<file path="config.mk">
export PLATFORM = sky130hd
export DESIGN_NAME = mac_accumulator
export DESIGN_NICKNAME = d
export VERILOG_FILES = /design/src/rtl/mac_pkg.sv /design/src/rtl/mac_sat_add.sv /design/src/rtl/mac_accumulator.sv
export SDC_FILE = /design/constraint.sdc
export NUM_CORES = 1
export LEC_CHECK = 0
export BUFFER_PORTS_ARGS = -buffer_cell sky130_fd_sc_hd__buf_4
export CAP_MARGIN = 20
export CORE_ASPECT_RATIO = 1.25
export CORE_MARGIN = 4
export CORE_UTILIZATION = 55
export DETAILED_ROUTE_END_ITERATION = 12
export PLACE_DENSITY = 0.84
export SLEW_MARGIN = 20
export SYNTH_ARGS = -nofsm -noshare
export SYNTH_HDL_FRONTEND = slang
export SYNTH_SLANG_ARGS = --single-unit
</file>
<file path="constraint.sdc">
create_clock -name clk -period 8.54 [get_ports clk]
set_input_delay 0 -clock clk [delete_from_list [all_inputs] [get_ports clk]]
set_output_delay 0 -clock clk [all_outputs]
set_load 0.05 [all_outputs]
</file>
<file path="src/rtl/mac_pkg.sv">
// Shared types and default widths for the MAC accumulation stage.
package mac_pkg;

  typedef enum logic [1:0] {
    IDLE  = 2'd0,
    ACCUM = 2'd1,
    DONE  = 2'd2
  } mac_state_t;

  localparam int MAC_PROD_W  = 48;
  localparam int MAC_ACC_W   = 48;
  localparam int MAC_COUNT_W = 8;

endpackage

</file>
<file path="src/rtl/mac_sat_add.sv">
// Combinational saturating add/subtract at ACC_W, computed one bit wider so that
// negating the most negative operand cannot wrap before the sum is formed.
module mac_sat_add #(
  parameter int ACC_W = 48
) (
  input  logic signed [ACC_W-1:0] a,
  input  logic signed [ACC_W-1:0] b,
  input  logic                    sub,
  output logic signed [ACC_W-1:0] sum,
  output logic                    ovf
);

  logic signed [ACC_W:0] a_ext;
  logic signed [ACC_W:0] b_ext;
  logic signed [ACC_W:0] sum_ext;

  function automatic logic signed [ACC_W-1:0] sat_clip(input logic signed [ACC_W:0] x);
    logic signed [ACC_W-1:0] r;
    if (x[ACC_W] != x[ACC_W-1]) begin
      r = x[ACC_W] ? {1'b1, {(ACC_W-1){1'b0}}} : {1'b0, {(ACC_W-1){1'b1}}};
    end else begin
      r = x[ACC_W-1:0];
    end
    return r;
  endfunction

  always_comb begin
    a_ext   = {a[ACC_W-1], a};
    b_ext   = {b[ACC_W-1], b};
    sum_ext = sub ? (a_ext - b_ext) : (a_ext + b_ext);
    ovf     = sum_ext[ACC_W] ^ sum_ext[ACC_W-1];
    sum     = sat_clip(sum_ext);
  end

endmodule

</file>
<file path="src/rtl/mac_accumulator.sv">
// Sequential MAC stage: accumulates LEN signed products (add or subtract) into a
// saturating accumulator and hands the sum out over a valid/ready result port.
module mac_accumulator
  import mac_pkg::*;
#(
  parameter int PROD_W  = MAC_PROD_W,
  parameter int ACC_W   = MAC_ACC_W,
  parameter int COUNT_W = MAC_COUNT_W
) (
  input  logic                      clk,
  input  logic                      arst_n,
  input  logic                      start,
  input  logic [COUNT_W-1:0]        len,
  input  logic                      sub_mode,
  input  logic                      prod_valid,
  output logic                      prod_ready,
  input  logic signed [PROD_W-1:0]  prod,
  output logic                      res_valid,
  input  logic                      res_ready,
  output logic signed [ACC_W-1:0]   res,
  output logic                      res_sat,
  output logic                      busy
);

  mac_state_t state_q, state_d;
  logic signed [ACC_W-1:0] acc_q, acc_d;
  logic [COUNT_W-1:0]      cnt_q, cnt_d;
  logic                    sat_q, sat_d;
  logic                    sub_q, sub_d;

  logic signed [ACC_W-1:0] prod_ext;
  logic signed [ACC_W-1:0] sum;
  logic                    ovf;

  assign prod_ext = ACC_W'(prod);

  mac_sat_add #(.ACC_W(ACC_W)) u_sat_add (
    .a   (acc_q),
    .b   (prod_ext),
    .sub (sub_q),
    .sum (sum),
    .ovf (ovf)
  );

  always_comb begin
    state_d    = state_q;
    acc_d      = acc_q;
    cnt_d      = cnt_q;
    sat_d      = sat_q;
    sub_d      = sub_q;
    prod_ready = 1'b0;
    res_valid  = 1'b0;
    res        = '0;
    res_sat    = 1'b0;
    busy       = 1'b0;
    case (state_q)
      IDLE: begin
        if (start) begin
          acc_d   = '0;
          sat_d   = 1'b0;
          cnt_d   = len;
          sub_d   = sub_mode;
          state_d = (len == '0) ? DONE : ACCUM;
        end
      end
      ACCUM: begin
        prod_ready = 1'b1;
        busy       = 1'b1;
        if (prod_valid) begin
          acc_d = sum;
          sat_d = sat_q | ovf;
          cnt_d = cnt_q - 1'b1;
          if (cnt_q == COUNT_W'(1)) state_d = DONE;
        end
      end
      DONE: begin
        res_valid = 1'b1;
        res       = acc_q;
        res_sat   = sat_q;
        busy      = 1'b1;
        if (res_ready) state_d = IDLE;
      end
      default: state_d = IDLE;
    endcase
  end

  always_ff @(posedge clk or negedge arst_n) begin
    if (!arst_n) begin
      state_q <= IDLE;
      acc_q   <= '0;
      cnt_q   <= '0;
      sat_q   <= 1'b0;
      sub_q   <= 1'b0;
    end else begin
      state_q <= state_d;
      acc_q   <= acc_d;
      cnt_q   <= cnt_d;
      sat_q   <= sat_d;
      sub_q   <= sub_d;
    end
  end

endmodule
</file>
==> results of run 1 <==
flip-flops by register name, indices dropped and copies added (netlist names):
register / count
state_q: 2
sub_q: 1
cnt_q: 8
acc_q: 48
sat_q: 1
final timing paths:
kind	start	end	slack (ns)	depth (start not counted)
max	prod[3]	acc_q[6]	3.43	22
min	len[0]	cnt_q[0]	0.02	3
max reg2reg	sub_q	acc_q[6]	3.77	14
min reg2reg	sat_q	sat_q	0.50	2
max in group asynchronous	arst_n	acc_q[29]	7.71	2
min in group asynchronous	arst_n	acc_q[9]	0.29	2
layout make-up:
cell class | instances | area, sq um | area share (%)
multi-input combinational | 825 | 5230 | 62.9
sequential | 60 | 1500 | 18.0
timing repair buffer | 124 | 956 | 11.5
clock buffer | 11 | 243 | 2.92
tap | 164 | 205 | 2.47
inverter | 26 | 97.6 | 1.17
clock inverter | 5 | 85.1 | 1.02
cells in the final DEF, fill, tap and decap left out, types with 7 or more instances in the layout:
cell       instances
o21ai_1           37
o21bai_1          11
xnor2_1           73
xor2_1            16
nand3_1           21
nand2_1          104
o211ai_1           7
o21ai_0           45
nor2_1           102
nand4_1           17
nor3_1            17
nor4_1            15
a21o_1            17
mux2i_1           10
inv_1             26
clkbuf_16          9
ha_1              54
nor2b_1            7
and2_1            60
buf_4            118
nand2b_1          15
a21oi_1           94
a31oi_1           12
a22oi_1            7
dfrtp_1           60
logic make-up (layout without fill, tap and decap cells):
group	count (synthesis)	in the layout	share of synthesized area, %
flip-flops	60	60	21.3
adder cells (fa/ha/maj)	57	57	10.2
buffers and inverters	71	166	4.44
multiplexers	12	12	1.74
AND/OR/NAND/NOR	399	399	28.5
AO/OA/AOI/OAI	267	267	22.4
XOR/XNOR	90	90	11.5
worst max-delay path, delay by kind of cell:
family | cells | cell delay [ns]
adder cells (fa/ha/maj) | 1 | 0.53
XOR/XNOR | 2 | 0.32
AO/OA/AOI/OAI | 3 | 0.55
AND/OR/NAND/NOR | 13 | 3.12
buffers and inverters | 3 | 0.82
report_power, final:
| group | internal [uW] | switching, uW |
|---|---|---|
| Sequential | 383 | 103 |
| Combinational | 1040 | 1710 |
| Clock | 265 | 148 |
| Total | 1690 | 1960 |
cell usage after synthesis (5+ instances only):
cell,n,area [sq um]
nand2_1,104,390
nor2_1,103,387
a21oi_1,94,470
xnor2_1,73,639
and2_1,60,375
dfrtp_1,60,1500
ha_1,54,676
o21ai_0,45,225
o21ai_1,37,185
clkbuf_1,26,97.6
inv_1,26,97.6
nand3_1,21,105
a21o_1,17,128
nand4_1,17,106
nor3_1,17,85.1
xor2_1,16,140
nand2b_1,15,93.8
nor4_1,15,93.8
a31oi_1,12,75.1
o21bai_1,11,82.6
mux2i_1,10,100
buf_2,8,40.0
a22oi_1,7,52.6
nor2b_1,7,43.8
o211ai_1,7,52.6
and3_1,6,37.5
o21a_1,6,45.0
or3_1,6,37.5
and4_1,5,43.8
clkbuf_2,5,25.0
per-layer routing:
metal  track usage [%]  share of wire, %  up-vias
li1                  -                 -     3559
met1              35.4                42     3427
met2              47.4                49      284
met3              4.26               6.0       63
met4              12.5               3.4        0
met5                 0                 0        -
stage by stage:
stage / total power [uW] / cells / util [%]
after detailed placement: 3180 / 1193 / 64.2
final: 3660 / 1215 / 67.5
after global routing: 3970 / 1215 / 67.5
after CTS: 3620 / 1214 / 67.3
after global placement: 3130 / 1193 / 64.2
after floorplan: 2680 / 956 / -
repair_timing:
item | CTS | global route
hold buffers | 5 | 0
setup buffers | 0 | 0
hold endpoints to repair | 64 | 0
setup endpoints to repair | 0 | 0
gates resized for setup | 0 | 0
==> flow_summary.yaml, run 1 <==
status:
  status: "finished, final reports clean"
sta:
  tns_ns: 0
  worst_pin_slew_ns: 1.07
  setup_slack_ns: 3.43
  whs_ns: 0.0210
  period_share_pct: 59.9
  skew_ns: 0.0128
  post-route-min-period_ns: 5.11
  hold_viol_final: 0
  max_freq_mhz: 196
  rsz0062_at_grt: "false"
  setup_violations: 0
  relSlewSlack_pct: 28.6
  drv_slew: 0
floorplan:
  die_y_um: 134
  dieArea_sq_um: 14700
  core_sq_um: 12300
  die_w_um: 109
  rows: 45
  initial_core_util_pct: 57.1
  io-pin-count: 114
route:
  drcViolationCount: 0
  routed_wl_mm: 20.5
  drtIter0Drc: 408
  firstDrtPassIters: 6
  vias: 7333
  viasPerCell: 6.04
  drtAntennaViolNets: 0
  wl_per_cell_um: 16.9
place:
  port_buffers: 113
  place_area_sq_um: 7920
  gp_congestion: 0.945
  dpl_worst_slack_ns: 3.14
  dp_hpwl_mm: 15.2
worst_setup_path:
  worstPathCellList: "buf_4 > nor2_1 > nor4b_1 > and2_1 > nand2_1 > nor4_1 > buf_4 > nor2b_1 > a21oi_1 > xnor2_1 > ha_1 > nand4_1 > nor3_1 > nand3_1 > or4_1 > o22a_1 > nand3_1 > nor3b_4 > xnor2_4 > buf_4 > nor2_1 > o21ai_1"
  critPathMostFrequentCell: "buf_4"
  critical-path-max-stage-delay_ns: 0.53
  cp_max_fo: 46
  critical-path-slowest-cell: "ha_1"
  setup.worst_path.end_class: "flop"
  crit_required_ns: 8.79
  critPathLaunchType: "input pin"
  criticalPathCategory: "input pin to flop"
  arrival_ns: 5.37
global_route:
  grt_overflow: 0
  grt_max_degree: 61
  grt_pass1_wl_mm: 33.5
  groute.usage.overall_pct: 28.1
  antenna_found_initial: 0
  grt_pass1_vias: 7123
min_path:
  hold_class: "input pin to flop"
clock_tree:
  clockBufferDepth: 2
  path_clk_slew_ns: 0.06
  cts.sinks: 60
  numCtsBuffers: 9
  htreeDepth: 3
  cts_root_buf: "clkbuf_16"
  clk_latency_ns: 0.34
  cts_tree: "yes"
power:
  p_leak_uw: 0.00385
  ir_drop_mv: 0.363
  power_density_nw_per_um2: 440
synth:
  synth_area_sq_um: 7040
  syn-num-nets: 1073
  yosysUniqueCellTypes: 66
  synth-seq-cells: 60
  avgSynthCellArea_sq_um: 7.36
  synthFlopType: "dfrtp_1"
  yosysSeqAreaShare_pct: 21.3
  ys_warn_count: 0
  synthArstFlopShare_pct: 100
  synth_cells: 956
  synth-edff-count: 0
finish:
  diodes: 0
  syn_to_final_growth_pct: 18.2
  layout.nets: 1163
  fillers: 1084
  fin_area_sq_um: 8320
  drive_gt1_share_pct: 14.7
run:
  maxCapViolCount: 0
Note: power is estimated with default switching activity, not from simulation.
==> run 2, diff against run 1 <==
--- a/config.mk
+++ b/config.mk
@@ -9,9 +9,9 @@
 export CAP_MARGIN = 20
 export CORE_ASPECT_RATIO = 1.25
 export CORE_MARGIN = 4
-export CORE_UTILIZATION = 55
+export CORE_UTILIZATION = 53
 export DETAILED_ROUTE_END_ITERATION = 12
-export PLACE_DENSITY = 0.84
+export PLACE_DENSITY = 0.85
 export SLEW_MARGIN = 20
 export SYNTH_ARGS = -nofsm -noshare
 export SYNTH_HDL_FRONTEND = slang
==> constraint.sdc (replaced) <==
create_clock -name clk -period 4.4 [get_ports clk]
set_input_delay 0 -clock clk [delete_from_list [all_inputs] [get_ports clk]]
set_output_delay 0 -clock clk [all_outputs]
set_load 0.05 [all_outputs]
==> run 2 against run 1 <==
Compared with the run above:
- the flow now finishes with violations (design-rule violations, negative hold slack)
- wire length grew 5.9%
- via count grew 4.0%
- highest routed layer unchanged
- final cell count grew 5.3%
- largest power group unchanged
- clock power grew 63%
- non-clock buffer count grew 61
- total power grew 100%
- count of clock-buffer cells in the layout is the same
- core utilization grew 1.8 points
- combinational power grew 110%
- die area grew 3.5%
- worst hold slack lost 0.024 ns
- flip-flop and latch count is the same
==> flow_summary.yaml, run 2 (synthesis gave the netlist of run 1 again) <==
status:
  status: "finished with violations"
  violations: "design-rule violations, negative hold slack"
sta:
  hold_viol_final: 1
  setup_violations: 0
  relSlewSlack_pct: 32.4
  whs_ns: -0.00260
  period_share_pct: 94.8
  worst_pin_slew_ns: 1.01
  setup_slack_ns: 0.231
  skew_ns: 0.00746
  post-route-min-period_ns: 4.17
  rsz0062_at_grt: "true"
  drv_slew: 0
  max_freq_mhz: 240
global_route:
  grt_pass1_wl_mm: 34.3
  grt_overflow: 0
  antenna_found_initial: 0
  groute.usage.overall_pct: 27.2
  grt_pass1_vias: 7366
  grt_max_degree: 61
finish:
  layout.nets: 1224
  fillers: 1045
  largestRegisters: "acc_q: 48 flops, cnt_q: 8 flops, state_q: 2 flops"
  largest_reg_flops: 48
  syn_to_final_growth_pct: 26.4
  diodes: 0
  drive_gt1_share_pct: 20.4
  layout_commonest_cell: "buf_4"
  final_cell_mix: "buf_4 (173), nand2_1 (103), nor2_1 (101), a21oi_1 (94), xnor2_1 (73)"
  fin_util_pct: 69.3
  top_register: "acc_q"
  seqCellArea_sq_um: 1500
  multi_input_area_sq_um: 5320
floorplan:
  io-pin-count: 114
  initial_core_util_pct: 54.8
  core_sq_um: 12800
  dieArea_sq_um: 15200
  die_w_um: 111
  rows: 46
  die_y_um: 137
worst_setup_path:
  arrival_ns: 4.39
  critPathMostFrequentCell: "buf_4"
  cp_max_fo: 27
  worstPathCellList: "buf_4 > or4_4 > or2_4 > nor4_4 > nor2b_2 > buf_4 > a21oi_1 > xnor2_1 > ha_1 > nand4_1 > nor3_2 > nand3_1 > or4_1 > o22a_1 > o211ai_1 > nor3b_4 > xnor2_4 > buf_12 > o31a_1"
  critical-path-slowest-cell: "or4_4"
  critPathLaunchType: "input pin"
  cp_top_family: "simple AND/OR/NAND/NOR gates"
  critical-path-max-stage-delay_ns: 0.53
  criticalPathCategory: "input pin to flop"
  setup.worst_path.end_class: "flop"
  critPathBufInv: 3
  crit_required_ns: 4.62
run:
  maxCapViolCount: 0
power:
  power_density_nw_per_um2: 841
  p_leak_uw: 0.00417
  clkPwrFrac_pct: 9.0
  ir_drop_mv: 0.567
  switching_share_pct: 52.8
  power.switching_uw: 3950
  seqPwrFrac_pct: 12.3
  combPwrFrac_pct: 78.7
  power.internal_uw: 3530
clock_tree:
  cts.sinks: 60
  numCtsBuffers: 9
  clockBufferDepth: 2
  clk_latency_ns: 0.34
  cts_tree: "yes"
  path_clk_slew_ns: 0.06
  cts_root_buf: "clkbuf_16"
  htreeDepth: 3
route:
  drtIter0Drc: 601
  viasPerCell: 5.96
  firstDrtPassIters: 10
  vias: 7628
  drtAntennaViolNets: 0
  wl_per_cell_um: 16.9
  drcViolationCount: 1
  routed_wl_mm: 21.7
place:
  dp_hpwl_mm: 15.9
  port_buffers: 113
  gp_congestion: 0.951
  dpl_worst_slack_ns: -0.236
min_path:
  hold_class: "input pin to flop"
## run 2: cell types whose count changed in the layout (fill, tap and decap cells not counted), moves of 2 or more
cell / delta
buf_4: +55
nor4_1: -2
buf_6: +3
bufinv_16: -2
nor4_4: +2
nor3_1: -2
clkinv_4: -2
nor3_2: +2
clkinvlp_4: +2
buf_12: +2
## run 2: power groups by stage
| stage | registers (uW) | logic, uW | clock network [uW] |
|---|---|---|---|
| floorplan | 860 | 4350 | 0 |
| global placement | 920 | 5470 | 0 |
| detailed placement | 926 | 5610 | 0 |
| CTS | 919 | 5680 | 679 |
| global route | 944 | 6420 | 703 |
| finish | 923 | 5890 | 674 |
## run 2: per-layer routing
metal	routed length, um	part of all wire, %	vias up	track usage, %
met5	0	0	-	0
met4	869	4.0	0	12.6
li1	-	-	3684	-
met2	10800	50	360	48.3
met1	8470	39	3498	32.1
met3	1550	7.2	86	4.91
## run 2: cell type report
type                            count  share of cell area, %
Clock buffer                       11                   2.73
Clock inverter                      5                  0.408
Inverter                           26                   1.10
Multi-Input combinational cell    825                   59.8
Sequential cell                    60                   16.9
Tap cell                          168                   2.36
Timing Repair Buffer              185                   16.7
## run 2: tightest hold or removal path: stages
cell and delay, ns:
buf_4 0.08, mux2i_1 0.06, a22oi_1 0.14
## run 2: through the flow
stage	total power, uW	instance area (sq um)	instances	TNS, ns
after floorplan	5210	7050	956	0
after global routing	8060	8890	1280	-0.0501
after detailed placement	6530	8430	1257	-6.58
final	7480	8890	1280	0
after CTS	7280	8750	1277	0
after global placement	6390	8430	1257	-1.49
## run 2: final timing paths
path | start | end | slack (ns) | depth (start not counted)
max | prod[19] | acc_q[23] | 0.23 | 19
min | len[7] | cnt_q[7] | -0.003 | 3
max reg2reg | sub_q | acc_q[33] | 0.56 | 13
min reg2reg | acc_q[40] | acc_q[40] | 0.52 | 2
max in group asynchronous | arst_n | acc_q[14] | 3.59 | 2
min in group asynchronous | arst_n | cnt_q[6] | 0.28 | 2
## run 2: timing repair
| item | in CTS | in global routing |
|---|---|---|
| resized for setup | 0 | 19 |
| endpoints found under the setup margin | 0 | 48 |
| hold endpoints to repair | 63 | 0 |
| hold buffers | 4 | 0 |
| setup buffers | 0 | 1 |
==> run 3, diff against run 2 <==
--- a/config.mk
+++ b/config.mk
@@ -11,8 +11,9 @@
 export CORE_MARGIN = 4
 export CORE_UTILIZATION = 53
 export DETAILED_ROUTE_END_ITERATION = 12
-export PLACE_DENSITY = 0.85
+export PLACE_DENSITY = 0.84
 export SLEW_MARGIN = 20
 export SYNTH_ARGS = -nofsm -noshare
 export SYNTH_HDL_FRONTEND = slang
+export SYNTH_HIERARCHICAL = 1
 export SYNTH_SLANG_ARGS = --single-unit
==> run 3 against run 2 <==
Compared with the run above:
- the flow finishes with violations (negative setup slack)
- final area is 13% higher
- area after synthesis increased by 2.4%
- register-to-register slack got worse by 0.50 ns
- setup slack got worse by 0.26 ns
- total power grew 27%
- sequential power is 2% higher
- fmax shrank 6.0%
- critical endpoint is now acc_q[12]
==> flow_summary.yaml, run 3 <==
status:
  status: "finished with violations"
  violations: "negative setup slack"
worst_setup_path:
  criticalPathCategory: "input pin to flop"
  critPathLaunchType: "input pin"
  rrSetupSlack_ns: 0.06
  critPathLaunch: "prod[22]"
  ff2ff_path_depth: 14
  endpoint: "acc_q[12]"
  r2r-end: "acc_q[12]"
  rr_startpoint: "sub_q"
  cp_max_fo: 8
  setup.worst_path.end_class: "flop"
  arrival_ns: 4.66
  crit_required_ns: 4.62
clock_tree:
  numCtsBuffers: 9
  htreeDepth: 3
  cts.sinks: 60
  clockBufferDepth: 2
  cts_root_buf: "clkbuf_16"
  cts_tree: "yes"
  clk_latency_ns: 0.34
  path_clk_slew_ns: 0.07
finish:
  top_register: "acc_q"
  fillers: 973
  largestRegisters: "acc_q: 48 flops, cnt_q: 8 flops, state_q: 2 flops"
  fin_util_pct: 75.3
  layout_commonest_cell: "buf_4"
  drive_gt1_share_pct: 32.4
  diodes: 0
  final_cell_mix: "buf_4 (258), a21oi_1 (97), xnor2_1 (65), nor2_1 (64)"
  layout.nets: 1277
  largest_reg_flops: 48
  syn_to_final_growth_pct: 38.9
run:
  maxCapViolCount: 0
sta:
  worst_pin_slew_ns: 1.12
  relSlewSlack_pct: 25.4
  period_share_pct: 101
  post-route-min-period_ns: 4.43
  rsz0062_at_grt: "true"
  setup_slack_ns: -0.0340
  max_freq_mhz: 226
  tns_ns: -0.375
  skew_ns: 0.0111
  hold_viol_final: 0
  drv_slew: 0
  setup_violations: 21
synth:
  synthFlopType: "dfrtp_1"
  synth_top_cell_by_area: "dfrtp_1"
  yosys.area.top_type_share_pct: 20.8
  synthMuxAreaShare_pct: 1.15
  synth-seq-cells: 60
  syn-num-nets: 1040
  synth-xor-area-share_pct: 10.6
  synthArstFlopShare_pct: 100
  synth.area.top_cells: "dfrtp_1 (21%), ha_1 (9.4%), xnor2_1 (8.0%)"
  yosys.area_share.simple_pct: 22.7
  synth_fa_ha_area_share_pct: 9.65
  synth-edff-count: 0
  synth_compound_area_share_pct: 30.2
  synth_cells: 923
  synthTopCellsByCount: "a21oi_1 (109), nor2_1 (69), xnor2_1 (66)"
  avgSynthCellArea_sq_um: 7.81
  ys_warn_count: 6
  yosysMostFrequentCell: "a21oi_1"
  yosysUniqueCellTypes: 73
  yosysSeqAreaShare_pct: 20.8
  synth_area_sq_um: 7210
  synth_top_family_by_area: "compound AO/OA/AOI/OAI gates"
route:
  viasPerCell: 6.22
  drcViolationCount: 0
  drtIter0Drc: 605
  drtAntennaViolNets: 0
  vias: 8311
  routed_wl_mm: 25.1
  firstDrtPassIters: 7
  wl_per_cell_um: 18.8
place:
  port_buffers: 113
  dpl_worst_slack_ns: -0.417
  gp_congestion: 0.937
  dp_hpwl_mm: 18.0
global_route:
  grt_pass1_wl_mm: 38.7
  antenna_found_initial: 0
  grt_pass1_vias: 8088
  groute.usage.overall_pct: 29.7
  grt_overflow: 0
  grt_max_degree: 61
min_path:
  whs_path_depth: 3
  hold_class: "input pin to flop"
power:
  p_leak_uw: 0.00457
  power_density_nw_per_um2: 950
  ir_drop_mv: 0.504
floorplan:
  io-pin-count: 114
  dieArea_sq_um: 15500
  rows: 47
  die_w_um: 112
  die_y_um: 138
  initial_core_util_pct: 54.2
  core_sq_um: 13300
## run 3: cell count changes in the layout (fill, tap and decap cells not counted), sizes merged, moves of 8 or more
cell,before,now
a21oi,94,119
buf,180,271
o21ai,84,48
a22o,0,48
xnor2,74,66
nand2,104,61
nor2,103,69
## run 3: worst min path at each step
stage                       from   endpoint  slack [ns]
after floorplan           arst_n   acc_q[0]       -0.30
after global placement    arst_n  acc_q[19]        0.14
after detailed placement  arst_n  acc_q[18]        0.14
after CTS                 len[5]   cnt_q[5]      0.0003
after global routing      len[5]   cnt_q[5]        0.04
final                     len[5]   cnt_q[5]       0.007
## run 3: power by group
group	switching, uW	leakage, uW	internal, uW
Combinational	4380	0.00365	3500
Sequential	197	0.000787	742
Clock	306	0.000133	389
Total	4880	0.00457	4630
## run 3: area by class of cell
| cell class | instances | area (sq um) | area share [%] |
|---|---|---|---|
| Timing Repair Buffer | 278 | 2240 | 22.3 |
| Sequential cell | 60 | 1500 | 15.0 |
| Clock inverter | 7 | 58.8 | 0.587 |
| Clock buffer | 9 | 225 | 2.25 |
| Inverter | 30 | 113 | 1.12 |
| Tap cell | 171 | 214 | 2.14 |
| Multi-Input combinational cell | 781 | 5660 | 56.6 |
## run 3: per-layer routing
metal	routed length [um]	vias up	GRT usage, %	share of wire (%)
li1	-	3891	-	-
met4	888	0	12.0	3.5
met5	0	-	0	0
met3	1740	81	4.63	6.9
met2	12500	414	52.2	50
met1	9960	3925	36.0	40
## run 3: timing repair
item	in CTS	in global routing
setup endpoints to repair	29	48
pin swaps	3	25
hold buffers	4	0
endpoints found under the hold margin	63	0
gates cloned	0	4
buffers inserted	1	10
resized for setup	2	64
## run 3: logic make-up (layout without fill, tap and decap cells)
| group | after synthesis | after routing |
|---|---|---|
| AOI/OAI and AO/OA | 322 | 322 |
| and+or+nand+nor | 309 | 309 |
| xor gates and xnor gates | 87 | 87 |
| buffers and inverters | 82 | 324 |
| DFF | 60 | 60 |
| adders and majority gates | 55 | 55 |
| muxes | 8 | 8 |
## run 3: through the flow
step,total power [uW],hold WS (ns),area [sq um],cells
final,9510,0.00742,10000,1336
after global placement,7670,0.137,9240,1301
after CTS,8610,0.000300,9580,1322
after floorplan,5780,-0.296,7320,923
after global routing,10100,0.0423,10000,1336
after detailed placement,7820,0.143,9240,1301
## run 3: critical path: stages
cell and delay (ns):
buf_4 0.12, or4_1 0.58, or3_4 0.44, or4b_4 0.53, nor4_2 0.18, nor2_1 0.10, xnor2_1 0.24, ha_1 0.35
nand2_1 0.10, nor2_1 0.05, a21o_1 0.16, a21oi_1 0.20, o21ai_2 0.11, or3_4 0.42, a2111oi_4 0.42, buf_4 0.23
buf_6 0.16, o21ai_1 0.08, a22o_1 0.18
